<file path="src/rtl/reg_arb_pkg.sv">
// Shared types and defaults for the two-requester register arbiter.
// State encoding, default widths and the arbitration pick helper live here.
package reg_arb_pkg;

    localparam int DEF_DATA_W = 32;
    localparam int DEF_ADDR_W = 2;

    typedef enum logic [1:0] {
        ST_IDLE = 2'd0,
        ST_BUSY = 2'd1,
        ST_ACK  = 2'd2
    } state_t;

    // Returns the winning requester index; prefer1 breaks ties toward requester 1.
    function automatic logic arb_pick(input logic r0, input logic r1, input logic prefer1);
        return r1 & (~r0 | prefer1);
    endfunction

endpackage

</file>
<file path="src/rtl/reg32_en.sv">
// Single storage register with synchronous active-low reset and load enable.
module reg32_en
    import reg_arb_pkg::*;
#(
    parameter int DATA_W = DEF_DATA_W
) (
    input  logic              clk,
    input  logic              reset_n,
    input  logic              en,
    input  logic [DATA_W-1:0] d,
    output logic [DATA_W-1:0] q
);

    always_ff @(posedge clk) begin
        if (!reset_n) begin
            q <= '0;
        end else if (en) begin
            q <= d;
        end
    end

endmodule

</file>
<file path="src/rtl/reg_arbiter2.sv">
// Two-requester register file arbiter: IDLE -> BUSY -> ACK per transaction.
// Define REG_ARB_RR_EN for round-robin contention; otherwise req0 has fixed priority.
module reg_arbiter2
    import reg_arb_pkg::*;
#(
    parameter int DATA_W = DEF_DATA_W,
    parameter int ADDR_W = DEF_ADDR_W
) (
    input  logic              clk,
    input  logic              reset_n,
    input  logic              req0,
    input  logic              req1,
    input  logic              we0,
    input  logic              we1,
    input  logic [ADDR_W-1:0] addr0,
    input  logic [ADDR_W-1:0] addr1,
    input  logic [DATA_W-1:0] wdata0,
    input  logic [DATA_W-1:0] wdata1,
    output logic              ack0,
    output logic              ack1,
    output logic [DATA_W-1:0] rdata,
    output logic              busy,
    output logic              grant_id
);

    localparam int NREG = 2 ** ADDR_W;

    state_t            state;
    logic              lat_id;
    logic              lat_we;
    logic [ADDR_W-1:0] lat_addr;
    logic [DATA_W-1:0] lat_wdata;
    logic              winner;
    logic              prefer1;
    logic [NREG-1:0]   reg_en;
    logic [DATA_W-1:0] reg_q [NREG];
    logic [DATA_W-1:0] rd_next;

`ifdef REG_ARB_RR_EN
    // Resets to 1 so requester 0 wins the first contested arbitration.
    logic last_id;

    always_ff @(posedge clk) begin
        if (!reset_n) begin
            last_id <= 1'b1;
        end else if (state == ST_IDLE && (req0 || req1)) begin
            last_id <= winner;
        end
    end

    assign prefer1 = ~last_id;
`else
    assign prefer1 = 1'b0;
`endif

    assign winner = arb_pick(req0, req1, prefer1);

    always_comb begin
        reg_en = '0;
        if (state == ST_BUSY && lat_we) begin
            reg_en[lat_addr] = 1'b1;
        end
    end

    // A write returns the value being stored, which is the post-write content.
    assign rd_next = lat_we ? lat_wdata : reg_q[lat_addr];

    for (genvar i = 0; i < NREG; i++) begin : g_reg
        reg32_en #(.DATA_W(DATA_W)) u_reg (
            .clk     (clk),
            .reset_n (reset_n),
            .en      (reg_en[i]),
            .d       (lat_wdata),
            .q       (reg_q[i])
        );
    end

    always_ff @(posedge clk) begin
        if (!reset_n) begin
            state     <= ST_IDLE;
            ack0      <= 1'b0;
            ack1      <= 1'b0;
            busy      <= 1'b0;
            rdata     <= '0;
            grant_id  <= 1'b0;
            lat_id    <= 1'b0;
            lat_we    <= 1'b0;
            lat_addr  <= '0;
            lat_wdata <= '0;
        end else begin
            ack0 <= 1'b0;
            ack1 <= 1'b0;
            case (state)
                ST_IDLE: begin
                    if (req0 || req1) begin
                        lat_id    <= winner;
                        lat_we    <= winner ? we1    : we0;
                        lat_addr  <= winner ? addr1  : addr0;
                        lat_wdata <= winner ? wdata1 : wdata0;
                        state     <= ST_BUSY;
                        busy      <= 1'b1;
                    end
                end
                ST_BUSY: begin
                    rdata    <= rd_next;
                    grant_id <= lat_id;
                    ack0     <= ~lat_id;
                    ack1     <= lat_id;
                    state    <= ST_ACK;
                    busy     <= 1'b1;
                end
                ST_ACK: begin
                    // Requests are not sampled here; the served requester drops req on this edge.
                    state <= ST_IDLE;
                    busy  <= 1'b0;
                end
                default: begin
                    state <= ST_IDLE;
                    busy  <= 1'b0;
                end
            endcase
        end
    end

endmodule

</file>
<file path="config.mk">
export PLATFORM = sky130hd
export DESIGN_NAME = reg_arbiter2
export DESIGN_NICKNAME = d
export VERILOG_FILES = /design/src/rtl/reg_arb_pkg.sv /design/src/rtl/reg32_en.sv /design/src/rtl/reg_arbiter2.sv
export SDC_FILE = /design/constraint.sdc
export NUM_CORES = 1
export LEC_CHECK = 0
export BUFFER_PORTS_ARGS = -buffer_cell sky130_fd_sc_hd__buf_2
export CORE_UTILIZATION = 62
export DETAILED_ROUTE_END_ITERATION = 16
export PLACE_DENSITY = 0.94
export REMOVE_ABC_BUFFERS = 1
export SETUP_SLACK_MARGIN = 0.05
export SLEW_MARGIN = 20
export SYNTH_ARGS = -nofsm -noshare
export SYNTH_HDL_FRONTEND = slang
export SYNTH_HIERARCHICAL = 1
export SYNTH_SLANG_ARGS = --single-unit
</file>
<file path="constraint.sdc">
create_clock -name clk -period 3 [get_ports clk]
set_input_delay 0 -clock clk [delete_from_list [all_inputs] [get_ports clk]]
set_output_delay 0 -clock clk [all_outputs]
set_load 0.02 [all_outputs]
</file>
==> impl_metrics.tcl, run 1 <==
set metrics [dict create \
    outcome "finished, final reports clean" \
    crit_path_end_kind "flip-flop" \
    gr-total-overflow 0 \
    synth-seq-cells 202 \
    required_ps 3380 \
    yosys-top-cells-count "dfxtp_1 (202), mux2i_1 (163), nor2b_1 (128)" \
    routed_wirelength_um 25200 \
    dieArea_um2 14900 \
    leakage_nw 3.78 \
    htree_levels 1 \
    ir_drop_uv 408 \
    pin_count 110 \
    netlist_area_um2 8940 \
    avgRoutedWirePerCell_um 22.3 \
    postSynthCellCount 789 \
    r2r_setup_slack_ps 780 \
    cts_made_buffers 20 \
    antenna_left 0 \
    period_minus_slack_ps 2220 \
    syn_avg_cell_area_um2 11.3 \
    clk_pin_slew_ps 70 \
    final.setup.tns_ps 0 \
    drive_above_1_share_pct 20.8 \
    cts_sinks 202 \
    post_cts_buffers 0 \
    synth_flop_cell "dfxtp_1" \
    powerDensity_nw_per_um2 559 \
    rsz0062_at_grt "no" \
    grt_pass1_wl_um 38900 \
    via_per_inst 6.39 \
    drtIter0Drc 576 \
    yosysWarnings 6 \
    skew_ps 21.9 \
    worst_slack_ps 780 \
    synth_async_sr_flop_share_pct 0 \
    setup_viol 0 \
    fmax_ghz 0.451 \
    cts_hold_buf 73 \
    cts_tree "done" \
    crit_fanout 28 \
    ff2ff_path_depth 5 \
    cts-root-buf "clkbuf_16" \
    dp.cells 1021 \
    die_h_um 122 \
    area_growth_pct 18.9 \
    rows 43 \
    hold_viol_final 0 \
    worst_pin_slew_ps 943 \
    cp_data_arrival_time_ps 2600 \
    antenna_cells 0 \
    vias 7214 \
    critPathLaunchType "flip-flop" \
    dpl.hpwl_um 11400 \
    synth_top_cell_by_area "dfxtp_1" \
    maxCapViolCount 0 \
    min_path_cells 4 \
    gr-usage-all-layers_pct 33.8 \
    fin_cells 1129 \
    synth_edf_count 0 \
    yosys.cell_count.top_type "dfxtp_1" \
    cts_buffer_depth 3 \
    netlist_top_cells_area "dfxtp_1 (45%), mux2i_1 (18%), nor2b_1 (9.0%)" \
    n_fill_cell 804 \
    yosysTopAreaCellShare_pct 45.2 \
    cts_resized 0 \
    drc 0 \
    drtPass1Iterations 6 \
    finalCritPeriodShare_pct 74.0 \
    whs_endpoint "lat_wdata[30]" \
    grt_pass1_vias 7383 \
    crit_type "flip-flop to flip-flop" \
    ys_seq_area_share_pct 45.2 \
    start_util_pct 63.9 \
    worstHoldPathType "primary input to flip-flop" \
    min_from "wdata1[30]" \
    drv_slew 0 \
    worstSkewPairLatency_ps 500 \
    synth_cell_type_count 27 \
    core_um2 14000 \
    r2r_start "lat_we" \
    gp_congestion 0.763 \
    r2r-end "g_reg[2].u_reg/q[11]" \
    slew_headroom_pct 37.1 \
    grt_max_degree 93 \
    place_ws_ps 934 \
    num-nets-final 1010 \
    fp.dieW_um 122 \
    port_buffers 109 \
    antenna_found_initial 0 \
]
[state kept, by name (all words and copies together) (netlist names)]
register   count
ack1           1
rdata         32
state          2
lat_wdata     32
busy           1
lat_addr       2
lat_we         1
lat_id         1
ack0           1
g.u_reg/q    128
grant_id       1
[kinds of logic after synthesis]
group | Yosys count | share of synthesized area, %
buffers and inverters | 104 | 7.92
and+or+nand+nor | 151 | 10.4
muxes | 195 | 26.3
AOI/OAI and AO/OA | 137 | 10.2
DFF | 202 | 45.2
[report_power, final]
group / total, mW / internal [mW] / switching [mW]
clock: 2.42 / 1.37 / 1.05
sequential: 2.89 / 2.76 / 0.131
combinational: 0.633 / 0.302 / 0.332
total: 5.94 / 4.43 / 1.51
[critical path: stages (launching register included)]
cell     delay, ps
dfxtp_1        460
nand2_1        180
nor3_2         440
buf_4          570
mux2i_1        350
nor2b_1        100
[placed cells by master, fill, tap and decap left out, drive strengths merged]
master and count:
and4b 1, and2b 1, nor2 3, nor3b 1, nor2b 128, buf 123
clkinv 2, and2 1, or3 1, mux2i 163, a32oi 32, clkbuf 34
nand2 5, or2 1, and3 2, nand2b 2, o21ai 32, a211oi 36
mux4 32, inv 32, dfxtp 202, dlygate4sd3 73, nor3 5, a21oi 37
[final cells by class]
class | instances | area (µm²) | area share [%]
inverters | 33 | 124 | 1.17
well taps | 180 | 225 | 2.12
repair buffers | 196 | 1400 | 13.1
multi-input cells | 483 | 4230 | 39.8
clock buffers | 34 | 604 | 5.68
clock inverters | 1 | 5.00 | 0.0471
flip-flops and latches | 202 | 4050 | 38.1
[worst max-delay path by stage]
stage                      startpoint              endpoint  slack, ps  cells past startpoint
after floorplan           lat_addr[0]   g_reg[1].u_reg/q[0]      -2690                      4
after global placement    lat_addr[0]             rdata[11]       1000                      4
after CTS                      lat_we  g_reg[2].u_reg/q[25]        830                      5
after global routing      lat_addr[0]              rdata[0]        730                      4
final                          lat_we  g_reg[2].u_reg/q[11]        780                      5
after detailed placement  lat_addr[0]              rdata[1]        930                      4
[layer usage]
layer	track usage (%)	vias up	part of all wire, %
met2	57.0	480	48
met5	0	-	0
met1	40.8	3492	38
li1	-	3107	-
met3	6.13	135	8.2
met4	18.7	0	5.1
[per-stage QoR]
stage                     total power [mW]  hold WS [ps]  util, %  area [µm²]
after CTS                             5.86           377     76.0       10600
after global placement                3.43           209     66.4        9290
after global routing                  6.07           413     76.0       10600
after detailed placement              3.45           212     66.4        9290
final                                 5.94           384     76.0       10600
after floorplan                       3.23          96.6        -        8360
Note: power is estimated with default switching activity, not from simulation.
==> run 2: changes to the inputs <==
Settings changed: CORE_UTILIZATION 62 to 58, PLACE_DENSITY 0.94 to 0.9.
Clock period 3 ns to 2.15 ns, I/O delays scaled along.
==> run 2 against run 1 <==
Hold slack got worse by 16 ps; sequential cell count did not move; first-iteration DRC count rose by 24%; largest cell class unchanged; critical path type unchanged; clock power rose by 42%; register-to-register slack got worse by 610 ps; global-route usage fell by 4.1 points.
==> impl_metrics.tcl, run 2 (synthesis results as in run 1) <==
set metrics [dict create \
    cts_buffer_depth 3 \
    grt_max_degree 138 \
    required_ps 2520 \
    crit_buf_inv 1 \
    hold_viol_final 0 \
    critical_path.slowest_cell "dfxtp_1" \
    htree_levels 1 \
    avgRoutedWirePerCell_um 20.7 \
    final_cell_area_um2 10700 \
    slew_headroom_pct 39.3 \
    rsz0062_at_grt "no" \
    hold_ws_ps 369 \
    period_minus_slack_ps 1980 \
    pin_count 110 \
    final_cell_mix "dfxtp_1 (200), mux2i_1 (163), nor2b_1 (128)" \
    worstHoldPathType "primary input to flip-flop" \
    gp_congestion 0.721 \
    grt_pass1_vias 7048 \
    final_common_cell "dfxtp_1" \
    internal_power_mw 6.28 \
    drv_slew 0 \
    combPwrFrac_pct 10.7 \
    skew_ps 12.2 \
    switching_share_pct 24.9 \
    antenna_left 0 \
    place_area_um2 9370 \
    leakage_nw 3.85 \
    fin_cells 1147 \
    drive_above_1_share_pct 21.9 \
    die_h_um 126 \
    vias 7034 \
    dpl.hpwl_um 11700 \
    via_per_inst 6.13 \
    setup_viol 0 \
    critPathLaunchType "flip-flop" \
    crit_family "simple AND/OR/NAND/NOR gates" \
    drc 0 \
    pwr-share-seq_pct 48.1 \
    ir_drop_uv 570 \
    clkPwrFrac_pct 41.1 \
    start_util_pct 59.1 \
    worst_pin_slew_ps 911 \
    crit_fanout 21 \
    cts_made_buffers 21 \
    rows 45 \
    port_buffers 109 \
    antenna_found_initial 0 \
    fmax_ghz 0.504 \
    max_flop_register "g.u_reg/q" \
    grt_pass1_wl_um 37200 \
    dp.cells 1038 \
    outcome "finished, final reports clean" \
    clk_pin_slew_ps 60 \
    routed_wirelength_um 23800 \
    fp.dieW_um 126 \
    drtPass1Iterations 5 \
    cts-root-buf "clkbuf_16" \
    path_cells "and2b_1 -> nand2_1 -> nor3b_2 -> buf_4 -> mux2i_1 -> nor2b_1" \
    largest_register_ffs 128 \
    dieArea_um2 15900 \
    post_cts_buffers 0 \
    drtIter0Drc 712 \
    cts_sinks 202 \
    powerDensity_nw_per_um2 778 \
    maxCapViolCount 0 \
    area_growth_pct 20.1 \
    cts_tree "done" \
    switchingPower_mw 2.08 \
    max_stage_delay_ps 450 \
    antenna_cells 0 \
    gr-usage-all-layers_pct 29.7 \
    gr-total-overflow 0 \
    reg_top3 "g.u_reg/q (128), lat_wdata (32), rdata (32)" \
    p_total_mw 8.36 \
    num-nets-final 1020 \
    cp_data_arrival_time_ps 2350 \
    finalCritPeriodShare_pct 92.3 \
    core_um2 15100 \
    worstSkewPairLatency_ps 490 \
    crit_type "flip-flop to flip-flop" \
    n_fill_cell 965 \
    crit_path_end_kind "flip-flop" \
]
## run 2: cell type report
cell class	instances	area [µm²]	share of cell area (%)
clock buffers	30	579	5.39
clock inverters	6	57.6	0.536
inverters	33	124	1.15
multi-input cells	483	4240	39.4
well taps	188	235	2.19
flip-flops and latches	202	4050	37.7
repair buffers	205	1460	13.6
## run 2: routing by layer
metal | GRT usage, % | wire length [µm] | vias up
li1 | - | - | 3133
met3 | 5.23 | 1810 | 90
met1 | 35.7 | 9320 | 3392
met4 | 15.1 | 918 | 0
met5 | 0 | 0 | -
met2 | 50.9 | 11700 | 419
## run 2: final timing paths
| kind | start | to | slack [ps] | depth (start not counted) |
|---|---|---|---|---|
| max | state[0] | g_reg[1].u_reg/q[21] | 170 | 6 |
| min | wdata0[0] | lat_wdata[0] | 370 | 4 |
| max reg2reg | state[0] | g_reg[1].u_reg/q[21] | 170 | 6 |
| min reg2reg | grant_id | grant_id | 460 | 2 |
## run 2: worst reg2reg max path, cell delays in order, from the launching register on
cell and delay (ps):
dfxtp_1 450, and2b_1 230, nand2_1 140, nor3b_2 270
buf_4 410, mux2i_1 310, nor2b_1 80
## run 2: what timing repair did
| item | CTS | global route |
|---|---|---|
| resized for setup | 0 | 1 |
| hold buffers | 73 | 0 |
| endpoints found under the setup margin | 0 | 13 |
| hold endpoints to repair | 60 | 0 |
## run 2: metrics by stage
| stage | setup slack [ps] | utilization (%) | setup TNS [ps] |
|---|---|---|---|
| after floorplan | -3540 | - | -376150 |
| after global placement | 439 | 61.9 | 0 |
| after detailed placement | 290 | 61.9 | 0 |
| after CTS | 88.8 | 70.9 | 0 |
| after global routing | 86.3 | 70.9 | 0 |
| final | 167 | 70.9 | 0 |
## run 2: power groups by stage
stage                     registers [mW]  clock network (mW)  logic (mW)
after global routing                4.04                3.59       0.947
after CTS                           4.01                3.42       0.858
after floorplan                     4.10                   0       0.408
final                               4.02                3.44       0.897
after global placement              4.09                   0       0.713
after detailed placement            4.09                   0       0.731
==> run 3: changes to the inputs <==
Settings changed: PLACE_DENSITY 0.9 to 0.8.
==> run 3 against run 2 <==
Clock power hardly changed; critical path depth grew 1; combinational power down 1%; first-iteration DRC count shrank 54%; clock skew decreased by 5.0 ps; cell count decreased by 0.52%; global-route usage fell by 3.9 points; sequential power barely moved; power decreased by 0.11%; largest power group unchanged.
==> impl_metrics.tcl, run 3 (synthesis results as in run 1) <==
set metrics [dict create \
    outcome "finished, final reports clean" \
    grt_pass1_wl_um 33200 \
    maxCapViolCount 0 \
    cts_buffer_depth 3 \
    via_per_inst 5.65 \
    slew_headroom_pct 42.5 \
    crit_type "primary input to flip-flop" \
    critPathLaunchType "primary input" \
    gr-total-overflow 0 \
    finalCritPeriodShare_pct 91.4 \
    largest_register_ffs 128 \
    place_area_um2 9400 \
    worst_pin_slew_ps 862 \
    vias 6452 \
    final_cell_area_um2 10700 \
    drv_slew 0 \
    critical_path.slowest_cell "dlygate4sd3_1" \
    rsz0062_at_grt "no" \
    fp.dieW_um 126 \
    reg_top3 "g.u_reg/q (128), lat_wdata (32), rdata (32)" \
    dieArea_um2 15900 \
    drc 0 \
    final_cell_mix "dfxtp_1 (200), mux2i_1 (163), nor2b_1 (128)" \
    core_um2 15100 \
    grt_pass1_vias 6572 \
    powerDensity_nw_per_um2 777 \
    rows 45 \
    port_buffers 109 \
    cp_data_arrival_time_ps 2350 \
    htree_levels 1 \
    dpl.hpwl_um 11300 \
    max_flop_register "g.u_reg/q" \
    routed_wirelength_um 20400 \
    skew_ps 7.21 \
    cts_made_buffers 21 \
    n_fill_cell 1073 \
    pin_count 110 \
    cts_tree "done" \
    post_cts_buffers 0 \
    leakage_nw 3.85 \
    fmax_ghz 0.509 \
    gp_congestion 0.747 \
    start_util_pct 59.1 \
    hold_ws_ps 10.7 \
    clk_pin_slew_ps 60 \
    grt_max_degree 157 \
    gr-usage-all-layers_pct 25.8 \
    area_growth_pct 20.2 \
    cts-root-buf "clkbuf_16" \
    drtIter0Drc 328 \
    path_cells "dlygate4sd3_1 -> buf_2 -> nand2b_2 -> buf_12 -> mux2i_1 -> dlygate4sd3_1 -> a211oi_1" \
    drtPass1Iterations 5 \
    crit_path_frequent_cell "dlygate4sd3_1" \
    worstSkewPairLatency_ps 480 \
    antenna_cells 0 \
    multi_input_area_um2 4230 \
    num-nets-final 1014 \
    hold_viol_final 0 \
    antenna_found_initial 0 \
    cts_sinks 202 \
    antenna_left 0 \
    final_common_cell "dfxtp_1" \
    ir_drop_uv 534 \
    max_stage_delay_ps 570 \
    setup_viol 0 \
    die_h_um 126 \
    worstHoldPathType "primary input to flip-flop" \
    regArea_um2 4050 \
    crit_fanout 25 \
    drive_above_1_share_pct 22.1 \
    required_ps 2540 \
    period_minus_slack_ps 1960 \
    avgRoutedWirePerCell_um 17.9 \
    crit_path_end_kind "flip-flop" \
    final.setup.tns_ps 0 \
]
-- run 3: path summary, 6_finish.rpt --
check,start,end,slack [ps],cells past startpoint
hold reg to reg,grant_id,grant_id,460,2
setup reg to reg,state[1],lat_id,260,5
setup / recovery,req0,lat_wdata[19],190,7
hold / removal,we1,lat_we,10,3
-- run 3: stage by stage --
step / total power [mW] / util (%) / worst slack [ps] / instances
after global placement: 4.82 / 62.1 / 447 / 1036
after floorplan: 4.51 / - / -3540 / 718
after global routing: 8.64 / 71.0 / 105 / 1141
after CTS: 8.36 / 71.0 / 213 / 1141
after detailed placement: 4.84 / 62.1 / 357 / 1036
final: 8.35 / 71.0 / 185 / 1141
-- run 3: area by class of cell --
| class | instances | share of cell area (%) |
|---|---|---|
| clock buffer | 30 | 5.58 |
| timing repair buffer | 199 | 13.6 |
| sequential | 202 | 37.6 |
| inverter | 33 | 1.15 |
| clock inverter | 6 | 0.512 |
| multi-input combinational | 483 | 39.4 |
| tap | 188 | 2.19 |
-- run 3: critical path, delay by kind of cell --
family,cells,cell delay [ps]
simple gates,1,400
buf+inv,4,1530
mux,1,140
compound gates,1,250
-- run 3: metal layers --
layer  share of wire, %  vias to the layer above  GRT usage (%)
met5                  0                        -              0
met4                1.3                        0           6.02
met3                4.4                       25           3.61
met2                 50                      181           46.1
met1                 44                     3140           32.9
li1                   -                     3106              -
-- run 3: where the power goes --
part	internal (mW)	leakage [nW]	total [mW]	switching, mW
clock	2.05	0.327	3.46	1.41
combinational	0.434	1.89	0.888	0.454
sequential	3.86	1.64	4.01	0.151
-- run 3: repair_timing --
| action | 4_1_cts | 5_1_grt |
|---|---|---|
| resized for setup | 0 | 0 |
| hold endpoints to repair | 40 | 0 |
| hold buffers | 69 | 0 |
